`src/rtl/sfx_scheduler.sv`:
```
// rtl/sfx_scheduler.sv - single-channel mp3 scheduler: looping BGM plus four prioritised one-shot effects
module sfx_scheduler #(
    parameter int GAP_CYCLES  = 200,
    parameter int SFX_TIMEOUT = 2_000_000
) (
    input  logic       clk,
    input  logic       rst,
    input  logic       bgm_en,
    input  logic [3:0] sfx_req,
    input  logic       mp3_ready,
    input  logic       mp3_done,
    output logic [2:0] track,
    output logic       start,
    output logic       play,
    output logic       sfx_active,
    output logic       locked
);

    typedef enum logic [2:0] {
        S_IDLE,
        S_GAP,
        S_START,
        S_PLAY_BGM,
        S_PLAY_SFX,
        S_LOCKED
    } state_t;

    localparam logic [2:0]  TRK_DIE  = 3'd4;
    localparam logic [15:0] GAP_LAST = 16'(GAP_CYCLES);
    localparam logic [20:0] TO_LAST  = 21'(SFX_TIMEOUT - 1);

    state_t      state, state_nx;
    logic [3:0]  pend, pend_nx, pend_upd;
    logic [2:0]  cur, cur_nx;
    logic [15:0] gap_cnt;
    logic [20:0] to_cnt;

    logic [3:0]  cur_bit, cur_low;
    logic [2:0]  sfx_tgt;
    logic [3:0]  tgt_bit;
    logic        has_tgt, higher, gap_done, timeout;

    // Masks for the current effect: its own request bit and every bit at or below it
    always_comb begin
        cur_bit = 4'b0000;
        cur_low = 4'b0000;
        case (cur)
            3'd1:    begin cur_bit = 4'b0001; cur_low = 4'b0001; end
            3'd2:    begin cur_bit = 4'b0010; cur_low = 4'b0011; end
            3'd3:    begin cur_bit = 4'b0100; cur_low = 4'b0111; end
            3'd4:    begin cur_bit = 4'b1000; cur_low = 4'b1111; end
            default: begin cur_bit = 4'b0000; cur_low = 4'b0000; end
        endcase
    end

    // Latch new requests; a re-request of the effect being started/played is dropped, nothing latches while locked
    always_comb begin
        pend_nx = pend | sfx_req;
        if (state == S_START || state == S_PLAY_SFX) begin
            pend_nx = pend | (sfx_req & ~cur_bit);
        end
        if (state == S_LOCKED) begin
            pend_nx = 4'b0000;
        end
    end

    // Fixed priority pick: die > stomp > coin > jump, BGM only as fallback
    always_comb begin
        sfx_tgt = 3'd0;
        tgt_bit = 4'b0000;
        if (pend_nx[3]) begin
            sfx_tgt = 3'd4;
            tgt_bit = 4'b1000;
        end else if (pend_nx[2]) begin
            sfx_tgt = 3'd3;
            tgt_bit = 4'b0100;
        end else if (pend_nx[1]) begin
            sfx_tgt = 3'd2;
            tgt_bit = 4'b0010;
        end else if (pend_nx[0]) begin
            sfx_tgt = 3'd1;
            tgt_bit = 4'b0001;
        end
        has_tgt  = (sfx_tgt != 3'd0) || bgm_en;
        higher   = |(pend_nx & ~cur_low);
        gap_done = (gap_cnt >= GAP_LAST);
        timeout  = (to_cnt >= TO_LAST);
    end

    // Next-state logic; the target is frozen into cur on START entry and its pending bit consumed
    always_comb begin
        state_nx = state;
        cur_nx   = cur;
        pend_upd = pend_nx;
        case (state)
            S_IDLE: begin
                if (pend_nx != 4'b0000 || bgm_en) begin
                    state_nx = S_GAP;
                end
            end
            S_GAP: begin
                if (gap_done) begin
                    if (has_tgt) begin
                        state_nx = S_START;
                        cur_nx   = sfx_tgt;
                        pend_upd = pend_nx & ~tgt_bit;
                    end else begin
                        state_nx = S_IDLE;
                    end
                end
            end
            S_START: begin
                if (mp3_ready) begin
                    state_nx = (cur != 3'd0) ? S_PLAY_SFX : S_PLAY_BGM;
                end
            end
            S_PLAY_BGM: begin
                if (pend_nx != 4'b0000 || mp3_done || !bgm_en) begin
                    state_nx = S_GAP;
                end
            end
            S_PLAY_SFX: begin
                // Completion wins over a simultaneous higher request
                if (mp3_done || timeout) begin
                    if (cur == TRK_DIE) begin
                        state_nx = S_LOCKED;
                        pend_upd = 4'b0000;
                    end else begin
                        state_nx = S_GAP;
                    end
                end else if (higher) begin
                    state_nx = S_GAP;
                end
            end
            S_LOCKED: begin
                pend_upd = 4'b0000;
                if (!bgm_en) begin
                    state_nx = S_IDLE;
                end
            end
            default: begin
                state_nx = S_IDLE;
            end
        endcase
    end

    // State, counters and registered outputs; counters restart on every state change and saturate
    always_ff @(posedge clk) begin
        if (!rst) begin
            state      <= S_IDLE;
            pend       <= 4'b0000;
            cur        <= 3'd0;
            gap_cnt    <= 16'd0;
            to_cnt     <= 21'd0;
            track      <= 3'd0;
            start      <= 1'b0;
            play       <= 1'b0;
            sfx_active <= 1'b0;
            locked     <= 1'b0;
        end else begin
            state <= state_nx;
            pend  <= pend_upd;
            cur   <= cur_nx;
            if (state_nx != state) begin
                gap_cnt <= 16'd0;
                to_cnt  <= 21'd0;
            end else begin
                if (gap_cnt != 16'hFFFF) gap_cnt <= gap_cnt + 16'd1;
                if (to_cnt != 21'h1FFFFF) to_cnt <= to_cnt + 21'd1;
            end
            track      <= cur_nx;
            start      <= (state_nx == S_START);
            play       <= (state_nx == S_PLAY_BGM) || (state_nx == S_PLAY_SFX);
            sfx_active <= (state_nx == S_PLAY_SFX);
            locked     <= (state_nx == S_LOCKED);
        end
    end

endmodule

```
`config.mk`:
```
export PLATFORM = sky130hd
export DESIGN_NAME = sfx_scheduler
export DESIGN_NICKNAME = d
export VERILOG_FILES = /design/src/rtl/sfx_scheduler.sv
export SDC_FILE = /design/constraint.sdc
export NUM_CORES = 1
export LEC_CHECK = 0
export ABC_AREA = 1
export CAP_MARGIN = 10
export CORE_MARGIN = 1.5
export CORE_UTILIZATION = 50
export DETAILED_ROUTE_END_ITERATION = 6
export PLACE_DENSITY = 0.77
export SLEW_MARGIN = 0
export SYNTH_ARGS = -nofsm -noshare
export SYNTH_HDL_FRONTEND = slang
export SYNTH_SLANG_ARGS = --single-unit
```
`constraint.sdc`:
```
create_clock -name clk -period 4.46 [get_ports clk]
set_input_delay 0.892 -clock clk [delete_from_list [all_inputs] [get_ports clk]]
set_output_delay 0.892 -clock clk [all_outputs]
set_load 0.05 [all_outputs]
```
# --- Word level (Yosys, flattened, before mapping) ---
# Cells that the tools add are included.
word_totals:
  reg_bits: 51
  in_bits: 9
  output_inout_bits: 7
  elab_cells: 81
op_classes:
  add_sub_neg: 2
  n_lt_le_gt_ge: 2
  eq_ne: 16
  n_mux: 28
  bitwise_logic: 9
  reduce_logical: 15
op_table:
  columns: ["cell", "n"]
  rows:
  - ["$mux 3", 11]
  - ["$pmux 4 s4", 2]
  - ["$mux 4", 7]
  - ["$add 21x1->21 const B", 1]
  - ["$ge 21x21->1 const B", 1]
  - ["$ne 21x21->1 const B", 1]
  - ["$eq 3x2->1 const B", 6]
  - ["$pmux 3 s6", 1]
  - ["$add 16x1->16 const B", 1]
  - ["$ge 16x8->1 const B", 1]
  - ["$ne 16x16->1 const B", 1]
  - ["$eq 3x3->1 const B", 5]
  - ["$and 4x4->4", 3]
  - ["$not 4->4", 3]
  - ["$pmux 4 s3", 1]
  - ["$mux 2", 4]
  - ["$or 4x4->4", 2]
  - ["$logic_or 1x1->1", 7]
  - ["$eq 3x1->1 const B", 2]
  - ["$reduce_bool 3->1", 2]
  - ["$reduce_bool 4->1", 1]
  - ["$reduce_or 4->1", 1]
  - ["$logic_not 3->1", 1]
  - ["$ne 3x3->1", 1]
  - ["other kinds (5)", 6]

# --- Depth between registers and ports, before layout ---
# Gate-level depths: netlist (run 1).
logic_depth:
  depth_word: 18
  depth_mapped: 16
  ltp_nobuf: 16

# --- Worst setup path after synthesis (run 1) ---
# Ideal clock, no wire load.
synth_path:
  kind: "flip-flop to flip-flop"
  start: "reg cur[2]"
  end: "reg to_cnt[20]"
  setup_ns: 0.062
  arrival_time_ns: 2.151
  path_slack_ns: 2.247
  path_stages_with_launch: 13
  path_buffers: 1
  cell_sequence: "dfxtp_1 inv_1 nand3_1 nand2_1 nand2_1 o21ai_0 or2_2 a21oi_2 nand2_1 nand2_1 nand4_4 buf_6 nor2_2"
synth_via:
  elab_chain_cells: 18
  word_cells_on_any_way: 37
synth_lines:
  columns: ["item", "line_no", "text"]
  rows:
  - ["from (decl)", "34", "logic [2:0] cur, cur_nx;"]
  - ["from (signal assigned)", "163", "cur <= cur_nx;"]
  - ["$eq 3x3->1, or another cell as far along", "47, 125", null]
  - ["$pmux 4 s4", "47", "case (cur)"]
  - ["$not 4->4", "60", "pend_nx = pend | (sfx_req & ~cur_bit);"]
  - ["$and 4x4->4", "60", null]
  - ["$or 4x4->4", "60", null]
  - ["$mux 4", "59", "if (state == S_START || state == S_PLAY_SFX) begin"]
  - ["$mux 4", "62", "if (state == S_LOCKED) begin"]
  - ["$mux 1", "80", "end else if (pend_nx[0]) begin"]
  - ["[... 2 more ...]", null, null]
  - ["$mux 3", "71", "if (pend_nx[3]) begin"]
  - ["$reduce_bool 3->1", "84", "has_tgt = (sfx_tgt != 3'd0) || bgm_en;"]
  - ["$logic_or 1x1->1", "84", null]
  - ["$mux 2", "103", "if (has_tgt) begin"]
  - ["$mux 3", "102", "if (gap_done) begin"]
  - ["$pmux 3 s6 (*)", "95", "case (state)"]
  - ["$ne 3x3->1 (*)", "164", "if (state_nx != state) begin"]
  - ["$reduce_or 2->1 (no line) (*)", null, null]
  - ["to (signal assigned)", "169", "if (to_cnt != 21'h1FFFFF) to_cnt <= to_cnt + 21'd1;"]
  - ["to (decl)", "36", "logic [20:0] to_cnt;"]
# Every way passes the cells marked *; elsewhere a longest branch is shown, timed or not.
# A chain may end at the register's enable or synchronous reset.

# --- Worst setup path after layout (run 1) ---
layout_path:
  start: "in mp3_ready"
  end: "reg gap_cnt[11]"
layout_via:
  elab_chain_cells: 4
layout_lines:
  columns: ["item", "line_no", "text"]
  rows:
  - ["from (decl)", "10", "input logic mp3_ready,"]
  - ["$mux 3", "113", "if (mp3_ready) begin"]
  - ["$pmux 3 s6", "95", null]
  - ["$ne 3x3->1", "164", null]
  - ["$reduce_or 2->1 (no line)", null, null]
  - ["to (signal assigned)", "168", "if (gap_cnt != 16'hFFFF) gap_cnt <= gap_cnt + 16'd1;"]
  - ["to (decl)", "35", "logic [15:0] gap_cnt;"]
# Every way passes these cells.

==> impl_metrics.json, run 1 <==
{
  "status": "finished, final reports clean",
  "cts-root-buf": "clkbuf_8",
  "maxSlewViolCount": 0,
  "met2_usage_pct": 33.4,
  "cp_top_family": "simple AND/OR/NAND/NOR gates",
  "die_h_um": 79.3,
  "avgSynthCellArea_um2": 6.88,
  "hpwl_um": 4310,
  "hp-class": "register to register",
  "num_rows": 27,
  "initial_core_util_pct": 52.2,
  "area_growth_pct": 9.72,
  "drt_pass1_iterations": 4,
  "synthesis.nets": 435,
  "fin_tns_setup_ns": 0,
  "fin_crit_sh_pct": 67.1,
  "fillers": 557,
  "grt_max_degree": 38,
  "synth_area_mm2": 0.00291,
  "p_sw_w": 0.000198,
  "vias": 2578,
  "cts_buffers": 5,
  "drive_gt1_share_pct": 11.6,
  "vdd_drop_max_mv": 0.226,
  "cts_sinks": 51,
  "antenna_found_initial": 0,
  "regArea_mm2": 0.00102,
  "rsz0062_at_grt": "false",
  "drv_cap": 0,
  "grt_usage_pct": 20.2,
  "ys.warnings.count": 0,
  "syn_inst": 423,
  "cts_max_level": 2,
  "core_mm2": 0.00557,
  "cts_setup_buffers": 0,
  "worstPathBufferInverterCount": 1,
  "clkTransAtPathRegs_ns": 0.09,
  "internal_power_w": 0.000594,
  "worstPathCellList": "clkdlybuf4s50_1, nand3_1, nand2_1, nand2_1, o21ai_0, or2_2, a21oi_2, nand2_1, nand2_1, nand4_4, nor2_1",
  "drt_iter0_markers": 81,
  "globalplace.congestion": 0.903,
  "holdBufCountCts": 0,
  "overflow": 0,
  "layout_commonest_cell": "nand2_1",
  "critical_path_class": "input pin to register",
  "viasPerCell": 5.04,
  "drt_wl_total_um": 5690,
  "multi_input_area_mm2": 0.00162,
  "critical_path.most_common_cell": "nand2_1",
  "p_comb_share_pct": 8.8,
  "swShare_pct": 25.0,
  "diodes": 0,
  "crit_path_start_kind": "input pin",
  "numPortBuffers": 15,
  "grt_pass1_vias": 2397,
  "ys_seq_area_share_pct": 35.1,
  "busiest_layer": "met2",
  "ctsResizeCount": 0,
  "critPathMaxFanout": 37,
  "num-nets-final": 452,
  "worstPathArrival_ns": 3.21,
  "synth.distinct_cells": 31,
  "grt_pass1_wl_um": 10200,
  "cp.required_ns": 4.68,
  "insertion_delay_ns": 0.30,
  "route.detailed.drc": 0,
  "powerDensity_mw_per_mm2": 248,
  "met1_usage_pct": 25.9,
  "finalSetupViolations": 0,
  "timing.slew.headroom_pct": 47.0,
  "min_period_ns": 2.99,
  "fp.dieArea_mm2": 0.00628,
  "post_drt_wl_per_cell_um": 11.1,
  "die-width_um": 79.3,
  "sequentialPowerShare_pct": 59.1,
  "finalPower_w": 0.000792,
  "clkPwrFrac_pct": 32.1,
  "pin_count": 16,
  "synth_seq_cells": 51,
  "tightest_slew_ns": 0.788,
  "cts_buffer_depth": 2,
  "end_kind": "register",
  "total_leakage_power_nw": 1.28,
  "layout_common_cells": "nand2_1 (81), nor2_1 (66), inv_1 (56)",
  "use_met3_pct": 4.02,
  "cts_tree": "done",
  "critPathMaxStageDelay_ns": 0.59,
  "ant_nets": 0,
  "cpMaxStageDelayCell": "nand4_4",
  "fmax_mhz": 334,
  "hold_viol": 0,
  "finalClockSkew_ns": 0.0119
}
## final cells by class
class	count	share of cell area (%)
clock buffers	5	2.16
clock inverters	2	0.431
inverters	58	6.82
multi-input cells	308	50.8
flip-flops and latches	51	32.0
well taps	72	2.82
repair buffers	16	4.94
## power by group through the flow
stage	combinational (W)	clock [W]	sequential, W
final	0.0000700	0.000254	0.000467
after global routing	0.0000799	0.000279	0.000469
after CTS	0.0000702	0.000265	0.000468
after detailed placement	0.0000698	0	0.000478
after global placement	0.0000681	0	0.000478
after floorplan	0.0000573	0	0.000477
## registers in the layout, summed over array words and instances, names as in the netlist
signal and flops:
start 1, locked 1, to_cnt 21, state 3, sfx_active 1, pend 4, play 1, gap_cnt 16
cur 3
## tightest hold or removal path, stage by stage (launching register included)
cell     delay (ns)
dfxtp_1        0.34
a31oi_1        0.05
nor2_2         0.08
## synthesized netlist by cell type
cell | n | area [µm²]
a21oi_1 | 11 | 55.1
a21oi_2 | 1 | 8.76
a31oi_1 | 2 | 12.5
buf_2 | 2 | 10.0
buf_6 | 3 | 33.8
clkbuf_1 | 1 | 3.75
clkinv_1 | 1 | 3.75
dfxtp_1 | 51 | 1020
ha_1 | 3 | 37.5
inv_1 | 56 | 210
inv_2 | 1 | 3.75
nand2_1 | 81 | 304
nand2_2 | 1 | 6.26
nand3_1 | 28 | 140
nand3_2 | 4 | 40.0
nand3b_1 | 2 | 15.0
nand4_1 | 5 | 31.3
nand4_4 | 1 | 21.3
nor2_1 | 66 | 248
nor2_2 | 30 | 188
nor2_4 | 1 | 11.3
nor3_1 | 16 | 80.1
nor3b_1 | 2 | 15.0
nor4_1 | 7 | 43.8
o21ai_0 | 10 | 50.1
o21ai_2 | 2 | 17.5
o21bai_1 | 1 | 7.51
o22ai_1 | 1 | 6.26
or2_2 | 2 | 12.5
xnor2_1 | 7 | 61.3
xor2_1 | 24 | 210
## metal layers
metal	share of wire [%]	up-vias
li1	-	1361
met1	49	1158
met2	44	50
met3	4.7	9
met4	1.8	0
met5	0	-
## through the flow
| stage | utilization, % | hold WS (ns) | worst slack [ns] | area, µm² | std cells |
|---|---|---|---|---|---|
| 2_1_floorplan | - | 0.460 | 2.25 | 2910 | 423 |
| 3_3_place_gp | 55.8 | 0.479 | 1.23 | 3110 | 505 |
| 3_5_place_dp | 55.8 | 0.486 | 1.16 | 3110 | 505 |
| 4_1_cts | 57.3 | 0.517 | 1.49 | 3190 | 512 |
| 5_1_grt | 57.3 | 0.570 | 1.21 | 3190 | 512 |
| 6_report | 57.3 | 0.508 | 1.47 | 3190 | 512 |
## path summary, 6_finish.rpt
path	start	to	slack, ns	cells past startpoint
min reg2reg	to_cnt[20]$_SDFFE_PP0P_	to_cnt[20]$_SDFFE_PP0P_	0.51	2
max	mp3_ready	gap_cnt[11]$_SDFFE_PP0P_	1.47	11
max reg2reg	state[0]$_SDFF_PN0_	gap_cnt[11]$_SDFFE_PP0P_	1.73	12
min	to_cnt[20]$_SDFFE_PP0P_	to_cnt[20]$_SDFFE_PP0P_	0.51	2
## cell families (layout without fill, tap and decap cells)
group | Yosys count | count (layout) | synth area share (%)
XOR/XNOR | 31 | 31 | 9.33
flip-flops | 51 | 51 | 35.1
AND/OR/NAND/NOR | 246 | 246 | 39.7
AO/OA/AOI/OAI | 28 | 28 | 5.42
adder cells (fa/ha/maj) | 3 | 3 | 1.29
buffers and inverters | 64 | 81 | 9.12
(Power assumes the default switching activity.)
==> inputs of run 2 (changes only) <==
PLACE_DENSITY = 0.79   (was 0.77)
clock period = 2.5 ns   (was 4.46 ns; I/O delays follow)
==> impl_metrics.json, run 2 (synthesized netlist as in run 1, its figures left out) <==
{
  "cp-endpoint": "to_cnt[13]$_SDFFE_PP0P_",
  "largestRegisters": "to_cnt (21), gap_cnt (16), pend (4)",
  "layout_common_cells": "nand2_1 (81), nor2_1 (66), inv_1 (56)",
  "reg2reg_from": "to_cnt[0]$_SDFFE_PP0P_",
  "hold_viol": 0,
  "maxSlewViolCount": 0,
  "cts_max_level": 2,
  "min_period_ns": 2.24,
  "vdd_drop_max_mv": 0.310,
  "cp_num_cells": 14,
  "cts-root-buf": "clkbuf_8",
  "timing.slew.headroom_pct": 66.7,
  "fp.dieArea_mm2": 0.00628,
  "hpwl_um": 4490,
  "critical_path_class": "register to register",
  "numPortBuffers": 15,
  "met2_usage_pct": 35.7,
  "core_mm2": 0.00557,
  "die-width_um": 79.3,
  "grt_pass1_vias": 2510,
  "antenna_found_initial": 0,
  "worstPathArrival_ns": 2.45,
  "design_area_mm2": 0.00327,
  "route.detailed.drc": 0,
  "initial_core_util_pct": 52.2,
  "holdBufCountCts": 0,
  "fin_crit_sh_pct": 89.6,
  "fmax_mhz": 446,
  "rsz0062_at_grt": "false",
  "drv_cap": 0,
  "fin_tns_setup_ns": 0,
  "end_kind": "register",
  "crit_path_start_kind": "register",
  "finalClockSkew_ns": 0.00480,
  "grt_pass1_wl_um": 10500,
  "overflow": 0,
  "grt_usage_pct": 20.9,
  "ant_nets": 0,
  "rr_worst_depth": 14,
  "busiest_layer": "met2",
  "area_growth_pct": 12.3,
  "finalSetupViolations": 0,
  "finalPower_w": 0.00150,
  "cts_sinks": 51,
  "reg2reg_slack_ns": 0.26,
  "cts_setup_buffers": 0,
  "cp_top_family": "simple AND/OR/NAND/NOR gates",
  "tightest_slew_ns": 0.498,
  "worstPathBufferInverterCount": 1,
  "num-nets-final": 456,
  "clkTransAtPathRegs_ns": 0.09,
  "status": "finished, final reports clean",
  "critical_path.most_common_cell": "nor2_1",
  "globalplace.congestion": 0.875,
  "use_met3_pct": 3.68,
  "vias": 2680,
  "dp_slack_ns": 0.0765,
  "drt_pass1_iterations": 4,
  "drt_wl_total_um": 6000,
  "viasPerCell": 5.18,
  "largest_register_ffs": 21,
  "cp-startpoint": "to_cnt[0]$_SDFFE_PP0P_",
  "total_leakage_power_nw": 1.32,
  "cts_tree": "done",
  "ctsResizeCount": 0,
  "regMostFlops": "to_cnt",
  "placedInstanceArea_mm2": 0.00316,
  "finalHoldWorstSlack_ns": 0.517,
  "hp-class": "register to register",
  "worstPathCellList": "ha_1, nand3_1, nor2_1, nand3_1, inv_1, nand2_1, nor3_1, nor2_1, nand2_1, nor2_1, nand2_1, nor2_1, xnor2_1, nor2_2",
  "cts_buffers": 5,
  "drt_iter0_markers": 156,
  "powerDensity_mw_per_mm2": 458,
  "cts_buffer_depth": 2,
  "worst_slack_ns": 0.260,
  "pin_count": 16,
  "insertion_delay_ns": 0.31,
  "diodes": 0,
  "drive_gt1_share_pct": 12.6,
  "post_drt_wl_per_cell_um": 11.6,
  "die_h_um": 79.3,
  "r2r-end": "to_cnt[13]$_SDFFE_PP0P_",
  "grt_max_degree": 22,
  "cp.required_ns": 2.71,
  "layout_commonest_cell": "nand2_1",
  "critPathMaxStageDelay_ns": 0.40,
  "critPathMaxFanout": 4,
  "cpMaxStageDelayCell": "dfxtp_1",
  "num_rows": 27,
  "met1_usage_pct": 25.4
}
==> run 2: cell types whose count changed in the layout (fill, tap and decap cells not counted), sizes merged <==
cell	delta
buf	+4
clkbuf	+2
clkinv	-2
clkinvlp	+1
==> run 2: layer usage <==
layer | vias up | routed length, µm
met1 | 1219 | 2680
met3 | 14 | 287
met5 | - | 0
met2 | 79 | 2880
met4 | 0 | 142
li1 | 1368 | -
==> run 2: power by group <==
group / internal (W) / total (W) / leakage (nW) / switching (W)
combinational: 0.0000543 / 0.000142 / 0.857 / 0.0000872
sequential: 0.000824 / 0.000833 / 0.413 / 0.00000922
clock: 0.000252 / 0.000522 / 0.0505 / 0.000270
==> run 2: worst min-delay path by stage <==
stage	startpoint	to	slack [ns]	depth (start not counted)
2_1_floorplan	to_cnt[20]$_SDFFE_PP0P_	to_cnt[20]$_SDFFE_PP0P_	0.46	2
5_1_grt	to_cnt[20]$_SDFFE_PP0P_	to_cnt[20]$_SDFFE_PP0P_	0.54	2
6_report	to_cnt[20]$_SDFFE_PP0P_	to_cnt[20]$_SDFFE_PP0P_	0.52	2
4_1_cts	to_cnt[20]$_SDFFE_PP0P_	to_cnt[20]$_SDFFE_PP0P_	0.51	2
3_5_place_dp	to_cnt[20]$_SDFFE_PP0P_	to_cnt[20]$_SDFFE_PP0P_	0.49	2
3_3_place_gp	to_cnt[20]$_SDFFE_PP0P_	to_cnt[20]$_SDFFE_PP0P_	0.48	2
==> run 2: worst reg2reg max path, cell delays in order, from the launching register on <==
cell     delay [ns]
dfxtp_1        0.40
ha_1           0.24
nand3_1        0.09
nor2_1         0.16
nand3_1        0.09
inv_1          0.09
nand2_1        0.05
nor3_1         0.28
nor2_1         0.14
nand2_1        0.12
nor2_1         0.07
nand2_1        0.11
nor2_1         0.06
xnor2_1        0.17
nor2_2         0.06
==> run 2: cell type report <==
cell class | instances | area (µm²)
Fill cell | 517 | 2310
Multi-Input combinational cell | 308 | 1620
Sequential cell | 51 | 1020
Inverter | 58 | 218
Timing Repair Buffer | 20 | 213
Clock buffer | 7 | 96.3
Tap cell | 72 | 90.1
Clock inverter | 1 | 7.51
==> run 2: stage by stage <==
stage	utilization [%]	instances
floorplan	-	423
global placement	56.8	509
detailed placement	56.8	509
CTS	58.6	517
global route	58.6	517
finish	58.6	517
